**src/rtl/residue_loader_chroma8x8.sv**
```systemverilog
// Streams one saved 8x8 chroma residue block (raster order) plus its mode from the residue/mode stores.
// First beat 3 cycles after start; a 2-entry FIFO absorbs read latency so out_ready low only stalls reads.

module residue_fifo #(
  parameter  int DW    = 8,
  parameter  int DEPTH = 2,
  localparam int CW    = $clog2(DEPTH + 1),
  localparam int PW    = $clog2(DEPTH)
) (
  input  logic          clk,
  input  logic          reset,
  input  logic          wr_vld,
  input  logic [DW-1:0] wr_dat,
  output logic          rd_vld,
  input  logic          rd_rdy,
  output logic [DW-1:0] rd_dat,
  output logic [CW-1:0] count
);

  logic [DW-1:0] mem [DEPTH];
  logic [PW-1:0] wr_ptr;
  logic [PW-1:0] rd_ptr;
  logic          wr_en;
  logic          rd_en;

  function automatic logic [PW-1:0] ptr_next(input logic [PW-1:0] p);
    return (p == PW'(DEPTH - 1)) ? '0 : p + 1'b1;
  endfunction

  assign rd_vld = (count != '0);
  assign rd_dat = mem[rd_ptr];
  assign wr_en  = wr_vld && (count != CW'(DEPTH));
  assign rd_en  = rd_vld && rd_rdy;

  // Entries are cleared on reset so the head reads as zero after a flush.
  always_ff @(posedge clk or negedge reset) begin
    if (!reset) begin
      for (int i = 0; i < DEPTH; i++) mem[i] <= '0;
      wr_ptr <= '0;
      rd_ptr <= '0;
      count  <= '0;
    end else begin
      if (wr_en) begin
        mem[wr_ptr] <= wr_dat;
        wr_ptr      <= ptr_next(wr_ptr);
      end
      if (rd_en) rd_ptr <= ptr_next(rd_ptr);
      case ({wr_en, rd_en})
        2'b10:   count <= count + 1'b1;
        2'b01:   count <= count - 1'b1;
        default: count <= count;
      endcase
    end
  end

endmodule

module residue_loader_chroma8x8 #(
  parameter int LENGTH = 256,
  parameter int WIDTH  = 256,
  parameter int AW     = 14
) (
  input  logic          clk,
  input  logic          reset,
  input  logic          start,
  input  logic [8:0]    mbnumber,
  output logic          busy,
  output logic          done,
  output logic          err,
  output logic          mode_rd,
  output logic [8:0]    mode_rd_addr,
  input  logic [2:0]    mode_rd_data,
  output logic          mem_rd,
  output logic [AW-1:0] mem_addr,
  input  logic [7:0]    mem_data,
  output logic          out_valid,
  input  logic          out_ready,
  output logic [7:0]    out_data,
  output logic          out_last,
  output logic [2:0]    out_mode
);

  localparam int unsigned BPR  = WIDTH / 16;
  localparam int unsigned NBLK = (LENGTH / 16) * BPR;
  localparam int unsigned CPW  = WIDTH / 2;

  typedef enum logic [1:0] {IDLE, FETCH, DRAIN, FIN} state_t;

  state_t     state_q, state_d;
  logic [8:0] mb_q;
  logic [5:0] k_q;
  logic [5:0] b_q;
  logic       first_q;
  logic       err_q;
  logic       inflight_q;
  logic       mode_pend_q;
  logic [2:0] mode_q;

  logic       accept;
  logic       in_range;
  logic       pop;
  logic       room;
  logic [1:0] fifo_count;
  logic [2:0] pending;

  assign in_range = ({23'd0, mbnumber} < NBLK);
  assign pop      = out_valid && out_ready;
  assign pending  = {1'b0, fifo_count} + {2'b0, inflight_q};
  // Count what the FIFO will hold once this cycle's pop and the in-flight return settle.
  assign room     = pending < (3'd2 + {2'b0, pop});

  assign mem_addr = AW'((32'(mb_q) / BPR * 8 + 32'(k_q[5:3])) * CPW
                        + 32'(mb_q) % BPR * 8 + 32'(k_q[2:0]));
  assign mode_rd_addr = mb_q;
  assign out_mode     = mode_q;
  assign busy         = (state_q == FETCH) || (state_q == DRAIN);
  assign done         = (state_q == FIN);
  assign err          = done && err_q;
  assign out_last     = out_valid && (b_q == 6'd63);

  residue_fifo #(.DW(8), .DEPTH(2)) u_fifo (
    .clk    (clk),
    .reset  (reset),
    .wr_vld (inflight_q),
    .wr_dat (mem_data),
    .rd_vld (out_valid),
    .rd_rdy (out_ready),
    .rd_dat (out_data),
    .count  (fifo_count)
  );

  always_ff @(posedge clk or negedge reset) begin
    if (!reset) state_q <= IDLE;
    else        state_q <= state_d;
  end

  always_comb begin
    state_d = state_q;
    accept  = 1'b0;
    mem_rd  = 1'b0;
    mode_rd = 1'b0;
    case (state_q)
      // FIN also accepts so a new block can start in the done cycle.
      IDLE, FIN: begin
        state_d = IDLE;
        if (start) begin
          accept  = 1'b1;
          state_d = in_range ? FETCH : FIN;
        end
      end
      FETCH: begin
        mode_rd = first_q;
        mem_rd  = room;
        if (room && (k_q == 6'd63)) state_d = DRAIN;
      end
      DRAIN: begin
        if (pop && (b_q == 6'd63)) state_d = FIN;
      end
      default: state_d = IDLE;
    endcase
  end

  always_ff @(posedge clk or negedge reset) begin
    if (!reset) begin
      mb_q        <= '0;
      k_q         <= '0;
      b_q         <= '0;
      first_q     <= 1'b0;
      err_q       <= 1'b0;
      inflight_q  <= 1'b0;
      mode_pend_q <= 1'b0;
      mode_q      <= '0;
    end else begin
      inflight_q  <= mem_rd;
      mode_pend_q <= mode_rd;
      if (mode_pend_q) mode_q <= mode_rd_data;
      if (accept) begin
        mb_q    <= mbnumber;
        k_q     <= '0;
        b_q     <= '0;
        first_q <= in_range;
        err_q   <= !in_range;
      end else begin
        if (mode_rd) first_q <= 1'b0;
        if (mem_rd)  k_q <= k_q + 1'b1;
        if (pop)     b_q <= b_q + 1'b1;
      end
    end
  end

endmodule
```
**config.mk**
```make
export PLATFORM = sky130hd
export DESIGN_NAME = residue_loader_chroma8x8
export DESIGN_NICKNAME = d
export VERILOG_FILES = /design/src/rtl/residue_loader_chroma8x8.sv
export SDC_FILE = /design/constraint.sdc
export NUM_CORES = 1
export LEC_CHECK = 0
export CORE_MARGIN = 4
export CORE_UTILIZATION = 45
export DETAILED_ROUTE_END_ITERATION = 7
export MAX_ROUTING_LAYER = met4
export PLACE_DENSITY = 0.78
export SYNTH_ARGS = -nofsm -noshare
export SYNTH_HDL_FRONTEND = slang
export SYNTH_HIERARCHICAL = 1
export SYNTH_SLANG_ARGS = --single-unit
```
**constraint.sdc**
```tcl
create_clock -name clk -period 4.1 [get_ports clk]
set_clock_uncertainty 0.05 [all_clocks]
set_input_delay 0.615 -clock clk [delete_from_list [all_inputs] [get_ports clk]]
set_output_delay 0.615 -clock clk [all_outputs]
set_load 0.03 [all_outputs]
```
* Yosys cells after proc, flatten, opt, wreduce, memory -nomap -nowiden *
Index checks and enable logic that the tools add are counted.

word-level totals
  bits in registers = 50
  bits of input ports = 24
  logic and storage cells = 83

cells by class
  add/subtract/negate cells = 11
  magnitude comparators = 5
  equality and inequality tests = 10
  multiplexer cells = 24
  bitwise logic cells = 2
  reductions and logical operators = 17

operators with widths
  cell                                                                    count
  8-bit 2-to-1 mux                                                        4
  6-bit 2-to-1 mux                                                        4
  16-bit bitwise mux                                                      1
  14-bit by 3-bit adder with 14-bit output                                1
  14-bit by 7-bit adder with 14-bit output                                1
  6-bit by 1-bit adder with 6-bit output (second input constant)          2
  6-bit equality test (second input constant)                             2
  2-bit nonzero test                                                      5
  9-bit less-than comparator (second input constant)                      1
  8-bit demux with 1-bit select                                           1
  1-bit 2-to-1 mux                                                        8
  2-bit 2-to-1 mux                                                        4
  7-bit by 3-bit adder with 7-bit output                                  1
  1-bit logical AND                                                       7
  2-bit equality test (second input constant)                             3
  2-bit case mux with 3 select lines                                      1
  2-bit by 1-bit equality test with 1-bit output (second input constant)  2
  2-bit >= comparator (second input constant)                             2
  2-bit by 1-bit != test with 1-bit output (second input constant)        2
  1-bit NOT with 2-bit output                                             2
  2-bit case mux with 2 select lines                                      1
  2-bit by 1-bit adder with 3-bit output                                  1
  2-bit by 1-bit adder with 3-bit output (first input constant)           1
  3-bit less-than comparator                                              1
  10 further kinds                                                        11

* Logic depth before layout (Yosys ltp) *
  word-level depth = 7
  gate-level depth with buffers = 6
  depth with buffers taken out = 6

* Modules after synthesis *
The synthesis kept the hierarchy.

modules (own cells, without submodules)
  module                    instances  cells each  area each (µm²)  sequential area each (µm²)
  residue_loader_chroma8x8  1          143         1426.4           725.7
  residue_fifo              1          60          968.4            500.5

* Least setup slack after synthesis *
No wires, ideal clock.

  kind = register to output
  start = register u_fifo.count[0]
  end = output mem_rd
  arrival time = 1.614 ns
  data required time = 3.435 ns
  setup slack = 1.821 ns
  stages on the path, launching flop included = 5
  path buffers = 0
  cells stage by stage = dfrtp_1 ha_1 ha_1 nand2b_1 a21oi_1

on the way
  longest elaborated chain between the ends = 5
  elaborated cells between the ends (all ways) = 6
  classes of those cells = add/sub (2); order compare (1); mux (1); reduce/logical (2)

ends and longest elaborated chain
  element                                 RTL line  source
  start, declared                         17        output logic [CW-1:0] count
  start signal, assigned                  49        2'b10: count <= count + 1'b1;
  start signal, assigned                  50        2'b01: count <= count - 1'b1;
  start signal, assigned                  51        default: count <= count;
  2-bit nonzero test                      30        assign rd_vld = (count != '0);
  1-bit logical AND                       107       assign pop = out_valid && out_ready;
  2-bit by 1-bit adder with 3-bit output  110       assign room = pending < (3'd2 + {2'b0, pop});
  3-bit less-than comparator (*)          110
  1-bit 2-to-1 mux (*)                    142       case (state_q)
  end, declared                           73        output logic mem_rd,

Every way passes the cells marked *; elsewhere a longest branch is shown, timed or not.

* Worst setup path after layout *
  start = input out_ready
  end = output mem_rd

on the way
  longest elaborated chain between the ends = 4

ends and longest elaborated chain
  element                                 RTL line  source
  start, declared                         77        input logic out_ready,
  1-bit logical AND                       107
  2-bit by 1-bit adder with 3-bit output  110
  3-bit less-than comparator              110
  1-bit 2-to-1 mux                        142

Every way passes these cells.

==> parameters.txt <==
Parameter                              Value

Power and ir drop
  Static Leak ... 0.00138 uW
  Part of the total power dissipated in combinational logic ... 0.562
  Power Internal ... 1530 uW
  Switching power summed over all nets ... 1090 uW
  Switching share of power ... 0.415
  Peak supply drop ... 0.000514 V
  Pwr/cell area ... 839 mW/mm2
  Sequential group share of total power ... 0.323
  Clk pwr share ... 0.115

Min path
  Hold Path Class ... in2async

Setup path
  WS Path Type ... in2out
  Critical Path RT ... 3430 ps
  Maximum net fanout on the critical path ... 6
  Length in cells of the worst reg-to-reg path ... 5
  CP Launch Type ... input pin
  Destination of the worst register-to-register timing path ... state_q[0]$_DFFE_PN0P_
  RR Startpoint ... state_q[0]$_DFFE_PN0P_
  Minimum setup slack among reg-to-reg paths ... 2040 ps
  Nature of the critical path endpoint ... primary output
  Endpoint arrival time on the critical path ... 2450 ps

Global route
  Total Routing Usage GR ... 0.169
  Wire length of the first global-routing pass ... 8260 um
  Vias in the first global route ... 1746
  Initial antenna violation count ... 0
  Pin count of the biggest net entering global routing ... 36
  Remaining global-route overflow ... 0

Outcome
  Status ... finished, final reports clean

Floorplanning
  Placement row count ... 26
  Die area ... 0.00655 mm2
  Number of top-level design ports ... 65
  Effective utilization at floorplan ... 0.466
  DIE WIDTH ... 81.0 um
  Die outline height ... 81.0 um
  Area inside the core boundary ... 0.00514 mm2

CTS
  Maximum clock path buffer count ... 2
  Clock latency of the later-clocked register in the worst-skew pair ... 300 ps
  Post-CTS setup-driven buffer insertion count ... 0
  Clock transition at path regs ... 80 ps
  Resized Gates After CTS ... 0
  TritonCTS clock tree ... yes
  CTS Root Cell ... clkbuf_8
  TritonCTS sink count ... 49
  Number of buffers created by CTS ... 5
  Hold-fix buffers at CTS ... 0
  Clock H-tree levels ... 2

Place
  Dpl hpwl ... 3550 um
  Total cell area at the placement stage ... 0.00302 mm2
  Total of buffers placed on input and output ports ... 64
  Routability-driven placement congestion ratio ... 0.747

Run
  Max-cap violation count ... 0

Timing
  Fin Setup TNS ... 0 ps
  Tcrit/Tclk final ... 0.759
  Actual slew at the worst max-slew pin ... 1170 ps
  Final period demand of the worst path ... 3110 ps
  Worst slew margin ... 0.218
  RSZ-0062 raised after global routing ... false
  Hold Vio Cnt, Final ... 0
  Highest attainable clock frequency ... 0.322 GHz
  Final setup violation count ... 0
  Number of slew-limit violations in the final report ... 0

Synth
  Mapped Avg Cell Area ... 11.8 um2
  Net count after synthesis ... 235
  #FFs+latches synth ... 49
  Number of different library cells in the post-synthesis netlist ... 36
  Total standard cell area after synthesis ... 0.00239 mm2
  Warnings, synthesis ... 6
  Sequential share of the synthesized area ... 0.512
  Number of standard cells after synthesis ... 203

Route
  DR vias/cell ... 4.93
  Remaining routing DRC violations ... 0
  Wirelength, routed ... 4870 um
  Initial DRC count ... 94
  Number of nets still failing antenna checks after routing ... 0
  Number of search-and-repair iterations in the first detailed-routing pass ... 4
  Detailed-route via count ... 1632
  Average wire per standard cell ... 14.7 um

Layout
  Number of antenna cells inserted ... 0
  Nets ... 292
  Area growth from synthesis to layout ... 30.3%
  Share of cells above drive strength 1 ... 0.165
  Final standard cell area without fillers ... 0.00312 mm2
==> metrics by stage <==
stage               hold WS [ps]  instances  setup slack [ps]   util  power [uW]
detailed placement           440        323               976  0.587        2330
global route                 159        331               854  0.607        2800
global placement             425        323              1040  0.587        2280
CTS                          152        331               977  0.607        2650
finish                       148        331               990  0.607        2620
floorplan                    269        203              1820      -        1870
==> kinds of logic (layout without fill, tap and decap cells) <==
group	count (synthesis)	after routing	share of synthesized area
buf+inv	19	77	0.0507
xor+xnor	12	12	0.0439
mux	30	30	0.165
simple gates	68	68	0.144
fa+ha+maj	8	8	0.0418
flops	49	49	0.512
compound gates	17	17	0.0428
==> final cells by class <==
type                    count  area, um2
clock inverters             1       5.00
flip-flops and latches     49       1230
multi-input cells         135       1050
fillers                   471       2020
well taps                  70       87.6
repair buffers             65        643
inverters                   4       15.0
clock buffers               7       96.3
==> how the worst max path moves through the flow <==
stage,from,to,slack [ps]
2_1_floorplan,u_fifo/count[0]$_DFFE_PN0P_,mem_rd,1820
3_3_place_gp,out_ready,mem_rd,1040
3_5_place_dp,out_ready,mem_rd,980
5_1_grt,inflight_q$_DFF_PN0_,mem_rd,850
4_1_cts,out_ready,mem_rd,980
6_report,out_ready,mem_rd,990
==> worst max-delay path: stages <==
cell and delay [ps]:
clkdlybuf4s50_1 590, nand3b_4 140, a21oi_1 350, clkdlybuf4s50_1 740
==> metal layers <==
| metal | vias to the layer above | global-route usage | part of all wire |
|---|---|---|---|
| li1 | 788 | - | - |
| met1 | 782 | 0.215 | 0.46 |
| met2 | 56 | 0.273 | 0.48 |
| met3 | 6 | 0.0443 | 0.050 |
| met4 | 0 | 0.0321 | 0.010 |
| met5 | - | - | 0 |
==> flip-flops by register name (all words and copies together), names as in the netlist <==
register	cells
u_fifo/rd_ptr	1
mode_pend_q	1
u_fifo/mem	16
mode_rd_addr	9
u_fifo/count	2
out_mode	3
u_fifo/wr_ptr	1
b_q	6
inflight_q	1
state_q	2
k_q	6
first_q	1
==> synthesized netlist by cell type, drive strengths merged <==
| cell | count | area share |
|---|---|---|
| xnor2 | 8 | 0.029 |
| inv | 4 | 0.0063 |
| buf | 12 | 0.040 |
| or2 | 1 | 0.0026 |
| ha | 8 | 0.042 |
| nand2 | 34 | 0.053 |
| nand3 | 5 | 0.010 |
| o21a | 1 | 0.0031 |
| and3 | 1 | 0.0047 |
| and2 | 5 | 0.014 |
| a211oi | 3 | 0.0094 |
| dfrtp | 49 | 0.51 |
| nor3 | 1 | 0.0021 |
| a211o | 1 | 0.0042 |
| nand4b | 1 | 0.0037 |
| nor2 | 10 | 0.016 |
| mux2 | 27 | 0.15 |
| clkbuf | 3 | 0.0047 |
| xor2 | 4 | 0.015 |
| nand4 | 1 | 0.0026 |
| nand3b | 3 | 0.015 |
| mux2i | 3 | 0.013 |
| and3b | 1 | 0.0037 |
| o31ai | 1 | 0.0031 |
| or4 | 1 | 0.0031 |
| nand2b | 2 | 0.0084 |
| o21ai | 3 | 0.0063 |
| or3 | 2 | 0.0052 |
| a21oi | 8 | 0.017 |
==> layout by cell type (no fill, tap or decap), types with 3 or more instances in the layout <==
cell,n
a211oi_1,3
a21oi_1,8
and2_1,3
clkbuf_8,7
clkdlybuf4s50_1,63
dfrtp_1,49
ha_1,8
inv_1,4
mux2_2,11
mux2_4,16
mux2i_1,3
nand2_1,34
nand3_1,5
nor2_1,10
o21ai_0,3
xnor2_1,8
xor2_1,4
==> power by group through the flow <==
stage	combinational [uW]	sequential (uW)	clock, uW
after floorplan	941	925	0
after global placement	1450	838	0
after detailed placement	1480	852	0
after CTS	1490	847	314
after global routing	1580	879	335
final	1470	846	302
Note: power is estimated with default switching activity, not from simulation.
